## config.mk

```make
export PLATFORM = sky130hd
export DESIGN_NAME = fetch_queue_flat
export DESIGN_NICKNAME = d
export VERILOG_FILES = /design/src/rtl/fetch_queue_if.sv /design/src/rtl/fetch_queue.sv /design/src/flat_wrapper.sv
export SDC_FILE = /design/constraint.sdc
export NUM_CORES = 1
export LEC_CHECK = 0
export BUFFER_PORTS_ARGS = -buffer_cell sky130_fd_sc_hd__buf_4
export CAP_MARGIN = 20
export CORE_AREA = 2 2 165 167
export CTS_BUF_LIST = sky130_fd_sc_hd__clkbuf_4 sky130_fd_sc_hd__clkbuf_8
export DETAILED_ROUTE_END_ITERATION = 8
export DIE_AREA = 0 0 167 169
export PLACE_DENSITY = 0.69
export SLEW_MARGIN = 40
export SYNTH_ARGS = -nofsm -noshare
export SYNTH_HDL_FRONTEND = slang
export SYNTH_SLANG_ARGS = --single-unit
```

## constraint.sdc

```tcl
create_clock -name clk -period 5.95 [get_ports clk]
set_input_delay 0.595 -clock clk [delete_from_list [all_inputs] [get_ports clk]]
set_output_delay 0.595 -clock clk [all_outputs]
set_load 0.01 [all_outputs]
```

## src/rtl/fetch_queue_if.sv

```systemverilog
//------------------------------------------------------------------------------
// Module : fetch_queue_if
// Brief  : Memory, redirect and decode handshake bundle for fetch_queue.
// Rev    : 1.0  initial release
//------------------------------------------------------------------------------
`default_nettype none

interface fetch_queue_if #(
  parameter int XLEN        = 32,
  parameter int FETCH_WIDTH = 32
);
  logic                   flush_valid;
  logic [XLEN-1:0]        flush_addr;
  logic                   mem_valid;
  logic [XLEN-1:0]        mem_addr;
  logic                   mem_ready;
  logic [FETCH_WIDTH-1:0] mem_rdata;
  logic                   out_valid;
  logic [XLEN-1:0]        out_pc;
  logic [31:0]            out_instr;
  logic                   out_ready;

  modport master (
    input  flush_valid, flush_addr, mem_ready, mem_rdata, out_ready,
    output mem_valid, mem_addr, out_valid, out_pc, out_instr
  );

  modport slave (
    output flush_valid, flush_addr, mem_ready, mem_rdata, out_ready,
    input  mem_valid, mem_addr, out_valid, out_pc, out_instr
  );
endinterface

`default_nettype wire

```

## src/rtl/fetch_queue.sv

```systemverilog
//------------------------------------------------------------------------------
// Module : fetch_queue
// Brief  : Prefetch queue of halfwords emitting aligned 16/32-bit RISC-V instrs.
// Rev    : 1.0  initial release
//------------------------------------------------------------------------------
`default_nettype none

module fetch_queue #(
  parameter int              XLEN        = 32,
  parameter int              FETCH_WIDTH = 32,
  parameter int              DEPTH       = 8,
  parameter logic [XLEN-1:0] RESET_ADDR  = '0
) (
  input  logic          clk,
  input  logic          rst,
  fetch_queue_if.master bus
);

  localparam int W  = FETCH_WIDTH / 16;
  localparam int BW = $clog2(FETCH_WIDTH / 8);
  localparam int SW = BW - 1;
  localparam int PW = $clog2(DEPTH);
  localparam int CW = $clog2(DEPTH + 1);

  localparam logic [0:0] S_IDLE = 1'b0;
  localparam logic [0:0] S_WAIT = 1'b1;

  logic [0:0]      state;
  logic [XLEN-1:0] faddr;
  logic [XLEN-1:0] req_addr;
  logic [SW-1:0]   skip;
  logic            drop;
  logic [CW-1:0]   count;
  logic [PW-1:0]   rd_ptr;
  logic [PW-1:0]   wr_ptr;
  logic [XLEN-1:0] pc;
  logic [15:0]     q [DEPTH];

  logic [PW-1:0]   rd_nxt;
  logic [15:0]     h0;
  logic [15:0]     h1;
  logic            is32;
  logic            fire;
  logic            rsp;
  logic            rsp_ok;
  logic            issue;
  logic [CW-1:0]   pop_n;
  logic [CW-1:0]   push_n;
  logic [CW-1:0]   free_n;

  always_comb begin
    rd_nxt = rd_ptr + PW'(1);
    h0     = q[rd_ptr];
    h1     = q[rd_nxt];
    is32   = (h0[1:0] == 2'b11);
    bus.out_valid = is32 ? (count >= CW'(2)) : (count != '0);
    bus.out_instr = !bus.out_valid ? 32'h0000_0013 :
                    is32           ? {h1, h0} : {16'h0000, h0};
    bus.out_pc    = pc;
    bus.mem_valid = (state == S_WAIT);
    bus.mem_addr  = req_addr;

    fire   = bus.out_valid & bus.out_ready & ~bus.flush_valid;
    pop_n  = fire ? (is32 ? CW'(2) : CW'(1)) : '0;
    rsp    = (state == S_WAIT) & bus.mem_ready;
    rsp_ok = rsp & ~drop & ~bus.flush_valid;
    push_n = rsp_ok ? (CW'(W) - CW'(skip)) : '0;
    free_n = CW'(DEPTH) - count;
    // Registered occupancy only: a pop in this cycle does not open room yet.
    issue  = (state == S_IDLE) & (free_n >= CW'(W)) & ~bus.flush_valid;
  end

  // Halfwords below the entry offset of a redirect are never written.
  always_ff @(posedge clk) begin
    if (rsp_ok) begin
      for (int i = 0; i < W; i++) begin
        if (i >= int'(skip)) begin
          q[wr_ptr + PW'(i) - PW'(skip)] <= bus.mem_rdata[16*i +: 16];
        end
      end
    end
  end

  always_ff @(posedge clk) begin
    if (rst) begin
      state    <= S_IDLE;
      faddr    <= {RESET_ADDR[XLEN-1:BW], {BW{1'b0}}};
      req_addr <= '0;
      skip     <= RESET_ADDR[BW-1:1];
      drop     <= 1'b0;
      count    <= '0;
      rd_ptr   <= '0;
      wr_ptr   <= '0;
      pc       <= RESET_ADDR;
    end else if (bus.flush_valid) begin
      count  <= '0;
      rd_ptr <= wr_ptr;
      pc     <= bus.flush_addr & ~XLEN'(1);
      faddr  <= {bus.flush_addr[XLEN-1:BW], {BW{1'b0}}};
      skip   <= bus.flush_addr[BW-1:1];
      if (state == S_WAIT) begin
        if (bus.mem_ready) begin
          state <= S_IDLE;
          drop  <= 1'b0;
        end else begin
          drop  <= 1'b1;
        end
      end
    end else begin
      count  <= count + push_n - pop_n;
      rd_ptr <= rd_ptr + PW'(pop_n);
      if (fire) begin
        pc <= pc + (is32 ? XLEN'(4) : XLEN'(2));
      end
      if (issue) begin
        state    <= S_WAIT;
        req_addr <= faddr;
      end else if (rsp) begin
        state <= S_IDLE;
        if (drop) begin
          drop <= 1'b0;
        end else begin
          wr_ptr <= wr_ptr + PW'(push_n);
          skip   <= '0;
          faddr  <= faddr + XLEN'(FETCH_WIDTH / 8);
        end
      end
    end
  end

endmodule

`default_nettype wire

```

## src/flat_wrapper.sv

```systemverilog
// flat-port wrapper written by rule: the top's interface ports become plain ports
module fetch_queue_flat 
#(
  parameter int              XLEN        = 32,
  parameter int              FETCH_WIDTH = 32,
  parameter int              DEPTH       = 8,
  parameter logic [XLEN-1:0] RESET_ADDR  = '0
)
  (clk, rst, bus_flush_valid, bus_flush_addr, bus_mem_ready, bus_mem_rdata, bus_out_ready, bus_mem_valid, bus_mem_addr, bus_out_valid, bus_out_pc, bus_out_instr);
  fetch_queue_if #(.XLEN(XLEN), .FETCH_WIDTH(FETCH_WIDTH)) bus_i ();
  input  logic clk;
  input  logic rst;
  input wire logic [$bits(bus_i.flush_valid)-1:0] bus_flush_valid;
  input wire logic [$bits(bus_i.flush_addr)-1:0] bus_flush_addr;
  input wire logic [$bits(bus_i.mem_ready)-1:0] bus_mem_ready;
  input wire logic [$bits(bus_i.mem_rdata)-1:0] bus_mem_rdata;
  input wire logic [$bits(bus_i.out_ready)-1:0] bus_out_ready;
  output wire logic [$bits(bus_i.mem_valid)-1:0] bus_mem_valid;
  output wire logic [$bits(bus_i.mem_addr)-1:0] bus_mem_addr;
  output wire logic [$bits(bus_i.out_valid)-1:0] bus_out_valid;
  output wire logic [$bits(bus_i.out_pc)-1:0] bus_out_pc;
  output wire logic [$bits(bus_i.out_instr)-1:0] bus_out_instr;
  assign bus_i.flush_valid = bus_flush_valid;
  assign bus_i.flush_addr = bus_flush_addr;
  assign bus_i.mem_ready = bus_mem_ready;
  assign bus_i.mem_rdata = bus_mem_rdata;
  assign bus_i.out_ready = bus_out_ready;
  assign bus_mem_valid = bus_i.mem_valid;
  assign bus_mem_addr = bus_i.mem_addr;
  assign bus_out_valid = bus_i.out_valid;
  assign bus_out_pc = bus_i.out_pc;
  assign bus_out_instr = bus_i.out_instr;
  fetch_queue #(.XLEN(XLEN), .FETCH_WIDTH(FETCH_WIDTH), .DEPTH(DEPTH), .RESET_ADDR(RESET_ADDR)) u_core (.clk(clk), .rst(rst), .bus(bus_i));
endmodule
```

==> metrics.txt <==
status=finished clean; Post-CTS Setup Repair Bufs=0; Primary FF master, synth=edfxtp_1; Seq/Total Area, Yosys=0.463; FF+latch count, synth=232; max-slew violation count=0; Site Rows=60; post-DR wirelength/cell=between 20 and 25 microns; vias=9368; Worst Path Required=5.36 ns; multi-input logic area=0.00665 sq mm; Leakage Power=5.72 nW; DRC Markers=0; IO Pins=around 170; gr usage total=0.236; crit-path cells=buf_4 -> ha_2 -> buf_4 -> mux4_2 -> nand2_1 -> a21oi_1 -> buf_4; most frequent cells in the layout=buf_4, mux2_2, edfxtp_1; gate count of the mapped netlist=between 1000 and 1500; cts repair resizes=0; clock skew=0.0219 ns; Max-Cap Viols=0; Yosys Warn Count=0; Die Height=between 150 and 200 microns; Fmax achieved=237 MHz; non-filler cells, final=~1600; NumNets Final=1299; Hold Slack=0.267 ns; I/O Buffers=162; fill count=between 2000 and 2500; total global routing overflow=0; commonest non-fill, non-tap cell in the layout=buf_4; Synth top area share=0.300; H-tree levels=2; final hold vios=0; kind of path behind the tightest hold check=primary input to register; synth top area cells=edfxtp_1, dfxtp_1, mux2_2; leading area contributor after synthesis=edfxtp_1; relative slew slack=0.466; minimum clock period=4.21 ns; RSZ-0062 raised after global routing=false; Ant. Diodes=0; CTS Root Cell=clkbuf_8; Tcrit/Tclk final=0.708; number of buffers created by CTS=42; Slowest Stage Delay on Critical Path=0.66 ns; crit path capture type=output port; maximum clock path buffer count=3; CP arrival=between 3 and 4 ns; Critical Path Slowest Stage Cell=ha_2; largest net degree at the start of global routing=71; count of flip-flops with a built-in enable after synthesis=128; full die area=0.0282 sq mm; setup TNS=0 ns; Inst Count DP=1504; clock sinks=232; critical path peak fanout=43; CTS tree=done; vias per std cell=5.93; Avg Cell Area, Syn=12.4 sq um; CTS Hold Buffers Added=0; placed wire-length estimate=22500 microns; Clock Pin Slew Worst Setup and Hold Paths=around 0.060 ns; antenna violations before repair=0; Routability Congestion=0.786; CORE AREA=about 0.027 sq mm; vias in the first global route=9278; layout cell share with drive strength beyond 1=0.392; post-route ant nets=0; Yosys cell types=65; most frequent CP cell=buf_4; Routed WL=~34000 microns; Final setup viols=0; Initial Util=0.483; area of the mapped netlist=about 0.013 sq mm; reg2reg setup slack=1.90 ns; WP buf/inv=3; PwrDens=256 mW/mm^2; later-pin clock latency in the skew report=around 0.56 ns; first-pass GRT wire length=52100 microns; fraction of registers with async set/reset=0; Layout area overhead=20.7%; delay-heaviest family, CP=buffers and inverters; Pre-antenna DRT Iters=5; Worst Max-Slew Pin Slew=0.795 ns; CP Class=register to output port; register area=approximately 0.0059 sq mm; crit path launch type=register; Peak VDD IR=169 uV; die width=roughly 170 microns; detailed router's first-iteration violation count=~700
kinds of logic after synthesis:
logic type,count (synthesis),synth area share
mux,246,0.268
simple gates,239,0.0913
flops,232,0.463
compound gates,157,0.0904
buf+inv,83,0.0263
xor+xnor,54,0.0370
fa+ha+maj,22,0.0233
other cells,1,0.000293
power breakdown:
part           internal (mW)  switching [mW]
clock network          0.956           0.678
registers               1.74          0.0541
logic                  0.253           0.260
total                   2.95           0.992
through the flow:
| step | total power [mW] | worst slack (ns) | instance area [sq um] | utilization |
|---|---|---|---|---|
| after floorplan | 2.12 | 2.51 | 12800 | - |
| after global placement | 2.33 | 1.95 | 14400 | 0.545 |
| after detailed placement | 2.34 | 1.91 | 14500 | 0.548 |
| after CTS | 3.97 | 1.66 | 15400 | 0.582 |
| after global routing | 4.09 | 1.49 | 15400 | 0.583 |
| final | 3.95 | 1.74 | 15400 | 0.583 |
registers in the layout, indices dropped and copies added (netlist names), 3 cells and up:
| signal | flops |
|---|---|
| u_core.q | 128 |
| u_core.bus.out_pc | 31 |
| u_core.bus.mem_addr | 30 |
| u_core.faddr | 30 |
| u_core.count | 4 |
| u_core.rd_ptr | 3 |
| u_core.wr_ptr | 3 |
synthesized netlist by cell type (10+ instances only):
master	count
and3_1	15
a211oi_1	10
mux4_2	64
inv_1	18
nor2_1	70
mux2_2	130
mux2i_1	51
and4_1	11
dfxtp_1	104
nor3_1	21
edfxtp_1	128
xnor2_1	27
nand2_1	67
xor2_1	27
o21a_1	44
o21ai_0	10
nand4_1	11
buf_1	13
ha_1	19
a21oi_1	24
a21boi_0	18
nand3_1	18
clkbuf_1	41
final timing paths:
| check | from | to | cells after the start |
|---|---|---|---|
| setup / recovery | u_core.rd_ptr[0] | bus_out_instr[31] | 7 |
| setup reg to reg | u_core.rd_ptr[2] | u_core.bus.out_pc[19] | 13 |
| hold reg to reg | u_core.bus.mem_addr[2] | u_core.bus.mem_addr[2] | 2 |
| hold / removal | bus_mem_ready | u_core.drop | 2 |
cell type report:
| type | count | area share |
|---|---|---|
| multi-input combinational | 721 | 0.431 |
| inverter | 20 | 0.00486 |
| timing repair buffer | 191 | 0.0938 |
| clock inverter | 13 | 0.00916 |
| clock buffer | 63 | 0.0497 |
| tap | 341 | 0.0276 |
| sequential | 232 | 0.384 |
per-layer routing:
layer,vias up,global-route usage,part of all wire
met5,-,0,0
met4,0,0.0795,0.028
met3,71,0.0458,0.070
met2,340,0.383,0.47
li1,4307,-,-
met1,4650,0.321,0.43
Power figures use the tool's default switching activity.
